## config.mk

```make
export PLATFORM = sky130hd
export DESIGN_NAME = lhn_seq_mult_ctrl
export DESIGN_NICKNAME = d
export VERILOG_FILES = /design/src/rtl/lhn_seq_mult_ctrl.sv
export SDC_FILE = /design/constraint.sdc
export NUM_CORES = 1
export LEC_CHECK = 0
export ABC_AREA = 1
export CAP_MARGIN = 20
export CORE_MARGIN = 1.5
export CORE_UTILIZATION = 35
export DETAILED_ROUTE_END_ITERATION = 10
export PLACE_DENSITY_LB_ADDON = 0.05
export SLEW_MARGIN = 20
export SYNTH_ARGS = -nofsm -noshare
export SYNTH_HDL_FRONTEND = slang
export SYNTH_SLANG_ARGS = --single-unit
```

## constraint.sdc

```tcl
create_clock -name clock -period 4.2 [get_ports clock]
set_clock_uncertainty 0.05 [all_clocks]
set_input_delay 1.05 -clock clock [delete_from_list [all_inputs] [get_ports clock]]
set_output_delay 1.05 -clock clock [all_outputs]
set_load 0.1 [all_outputs]
```

## src/rtl/lhn_seq_mult_ctrl.sv

```systemverilog
// Sequential shift-add multiplier controller: one operand pair per start, NW add/shift
// steps, unsigned product presented with a busy/done handshake.
module lhn_seq_mult_ctrl #(
  parameter int MW = 7,
  parameter int NW = 4,
  parameter int CW = 2
) (
  input  logic               clock,
  input  logic               Rst,
  input  logic               start,
  input  logic [MW-1:0]      M_in,
  input  logic [NW-1:0]      mpl_in,
  output logic               busy,
  output logic               done,
  output logic [MW+NW-1:0]   product,
  output logic [CW-1:0]      iter
);

  typedef enum logic [1:0] {
    IDLE = 2'd0,
    RUN  = 2'd1,
    DONE = 2'd2
  } state_e;

  state_e             state_q, state_d;
  logic [MW-1:0]      m_q, m_d;
  logic [MW-1:0]      ph_q, ph_d;
  logic [NW-1:0]      mpl_q, mpl_d;
  logic [CW-1:0]      iter_q, iter_d;
  logic [MW+NW-1:0]   prod_q, prod_d;
  logic               busy_q, done_q;
  logic [MW-1:0]      pp;
  logic [MW:0]        sum;

  // The carry out of ph + pp is kept and shifted into ph, so nothing is lost
  // before the shift; the bit falling off the low end of ph enters mpl.
  always_comb begin
    pp      = mpl_q[0] ? m_q : '0;
    sum     = {1'b0, ph_q} + {1'b0, pp};
    state_d = state_q;
    m_d     = m_q;
    ph_d    = ph_q;
    mpl_d   = mpl_q;
    iter_d  = iter_q;
    prod_d  = prod_q;
    case (state_q)
      IDLE, DONE: begin
        if (start) begin
          state_d = RUN;
          m_d     = M_in;
          ph_d    = '0;
          mpl_d   = mpl_in;
          iter_d  = '0;
        end else begin
          state_d = IDLE;
        end
      end
      RUN: begin
        ph_d   = sum[MW:1];
        mpl_d  = {sum[0], mpl_q[NW-1:1]};
        iter_d = iter_q + CW'(1);
        if (iter_q == CW'(NW - 1)) begin
          prod_d  = {sum[MW:1], sum[0], mpl_q[NW-1:1]};
          iter_d  = '0;
          state_d = DONE;
        end
      end
      default: begin
        state_d = IDLE;
        iter_d  = '0;
      end
    endcase
  end

  // busy/done are registered from the next state so they line up with state_q.
  always_ff @(posedge clock) begin
    if (Rst) begin
      state_q <= IDLE;
      m_q     <= '0;
      ph_q    <= '0;
      mpl_q   <= '0;
      iter_q  <= '0;
      prod_q  <= '0;
      busy_q  <= 1'b0;
      done_q  <= 1'b0;
    end else begin
      state_q <= state_d;
      m_q     <= m_d;
      ph_q    <= ph_d;
      mpl_q   <= mpl_d;
      iter_q  <= iter_d;
      prod_q  <= prod_d;
      busy_q  <= (state_d == RUN);
      done_q  <= (state_d == DONE);
    end
  end

  assign busy    = busy_q;
  assign done    = done_q;
  assign product = prod_q;
  assign iter    = iter_q;

endmodule

```

==> reports/qor.csv <==
metric;value;unit
die_w;72.7;µm
rows;25;
max-slew-margin-rel;35.2;%
cts_setup_buffers;0;
leakagePower;0.971;nW
clockRootBuffer;clkbuf_8;
mostFrequentLayoutCells;nand2_1, dfxtp_1, inv_1, nor2_1, clkdlybuf4s50_1;
synth_fp_nets;261;
slowest_stage;clkdlybuf4s50_1;
syn_avg_cell_area;7.14;µm²
cp_max_fo;3;
antenna_found_initial;0;
vias_per_cell;4.57;
cts.sinks;35;
post-dp-hpwl;2790;µm
start_util;36.2;%
synthToLayoutAreaGrowth;22.5;%
cp.required;3.10;ns
yosys_warnings;0;
start_kind;register;
synth_cell_types;25;
numCtsBuffers;5;
period_share;69.1;%
grt_use_total;15.7;%
finish.utilization;44.3;%
run_status;completed;
ys_seq_area_share;41.2;%
max_stage_delay;1.15;ns
clk_pin_slew;0.07;ns
maxCapViolCount;0;
grt_setup_unrepaired;false;
clock_latency;0.28;ns
insertedDiodeCount;0;
setup_viol;0;
worst_hold_path_type;register to register;
grt_max_degree;23;
ant_nets;0;
drive_above_1_share;5.64;%
p_per_area;329;nW/µm²
dr.pass1.iters;4;
cts-htree-levels;2;
cts_tree;yes;
cts_hold_buf;0;
gp_congestion;0.792;
synth_largest_area_cell;dfxtp_1;
period_minus_slack;2.90;ns
drt_iter0_drc;83;
netlist_top_cells_area;dfxtp_1, nand2_1, inv_1, nor2_1, ha_1;
vias;1463;
cp_top_family;buffers and inverters;
path_class;register to output pin;
worst-path-buf-inv;1;
grt_pass1_vias;1450;
die_area;5280;µm²
synth_top_area_share;41.2;%
synth_cells;238;
report.final.hold_viol_count;0;
post_cts_resized;0;
drc;0;
synthesis.area;1700;µm²
ioPinCount;29;
numPortBuffers;28;
timing.fmax;345;MHz
tightest_slew;0.969;ns
die_y;72.7;µm
wire_per_inst;11.6;µm
grt_overflow;0;
worstPathArrival;1.80;ns
cp-end-kind;output pin;
layout_commonest_cell;nand2_1;
core-area;4690;µm²
grt_pass1_wl;6460;µm
slew_viol_final;0;
clock_path_buffers;2;
path_cells;clkdlybuf4s50_1;
setup_tns;0;ns
synth_seq_cells;35;
wirelength;3710;µm
peakVddDrop;0.000159;V
final_nets;288;
-- worst paths after layout --
kind / from / cells past startpoint / end / slack, ns
setup reg to reg: mpl_q[0] / 13 / product[7] / 2.12
hold / removal: product[5] / 2 / product[5] / 0.42
hold reg to reg: product[5] / 2 / product[5] / 0.42
setup / recovery: iter[1] / 1 / iter[1] / 1.30
-- power by group --
part           total (mW)  switching, mW  internal (mW)
registers           0.356         0.0101          0.346
clock network       0.239          0.124          0.116
logic              0.0897         0.0584         0.0313
-- area by class of cell --
cell class	count	area, µm²
Sequential cell	35	701
Multi-Input combinational cell	161	820
Tap cell	54	67.6
Clock buffer	6	72.6
Fill cell	521	2610
Clock inverter	2	12.5
Inverter	34	128
Timing Repair Buffer	28	280
-- through the flow --
stage	setup WS [ns]	hold slack [ns]	cell area (µm²)	total power [mW]	cells
3_5_place_dp	1.34	0.410	2000	0.454	312
3_3_place_gp	1.37	0.414	2000	0.454	312
5_1_grt	1.24	0.447	2080	0.722	320
6_report	1.30	0.422	2080	0.685	320
2_1_floorplan	2.16	0.385	1700	0.425	238
4_1_cts	1.29	0.422	2080	0.694	320
-- cells by family (layout without fill, tap and decap cells) --
logic type	count (synthesis)	after routing	share of synthesized area (%)
buffers and inverters	42	70	10.5
adder cells (fa/ha/maj)	9	9	7.07
AND/OR/NAND/NOR	109	109	26.9
AO/OA/AOI/OAI	43	43	14.3
flip-flops	35	35	41.2
-- cells in the mapped netlist, drive strengths merged --
cell,n
nand2,58
dfxtp,35
inv,34
nor2,31
a21oi,18
o21ai,17
nand3,16
ha,8
buf,5
clkbuf,3
nor3,2
o21a,2
o21bai,2
o221ai,2
or2,2
fa,1
o211ai,1
o31ai,1
-- flip-flops by register name, indices dropped and copies added (netlist names) --
name	count
mpl_q	4
iter	2
busy	1
state_q	2
done	1
m_q	7
product	11
ph_q	7
-- routing by layer --
metal	part of all wire, %	track usage [%]
met3	3.8	4.14
met2	45	26.0
met5	0	0
met1	51	20.4
met4	0.51	3.77
-- worst min-delay path, stage by stage (launching register included) --
cell,delay [ns]
dfxtp_1,0.32
nand2_1,0.06
a21oi_1,0.05
Note: power is estimated with default switching activity, not from simulation.
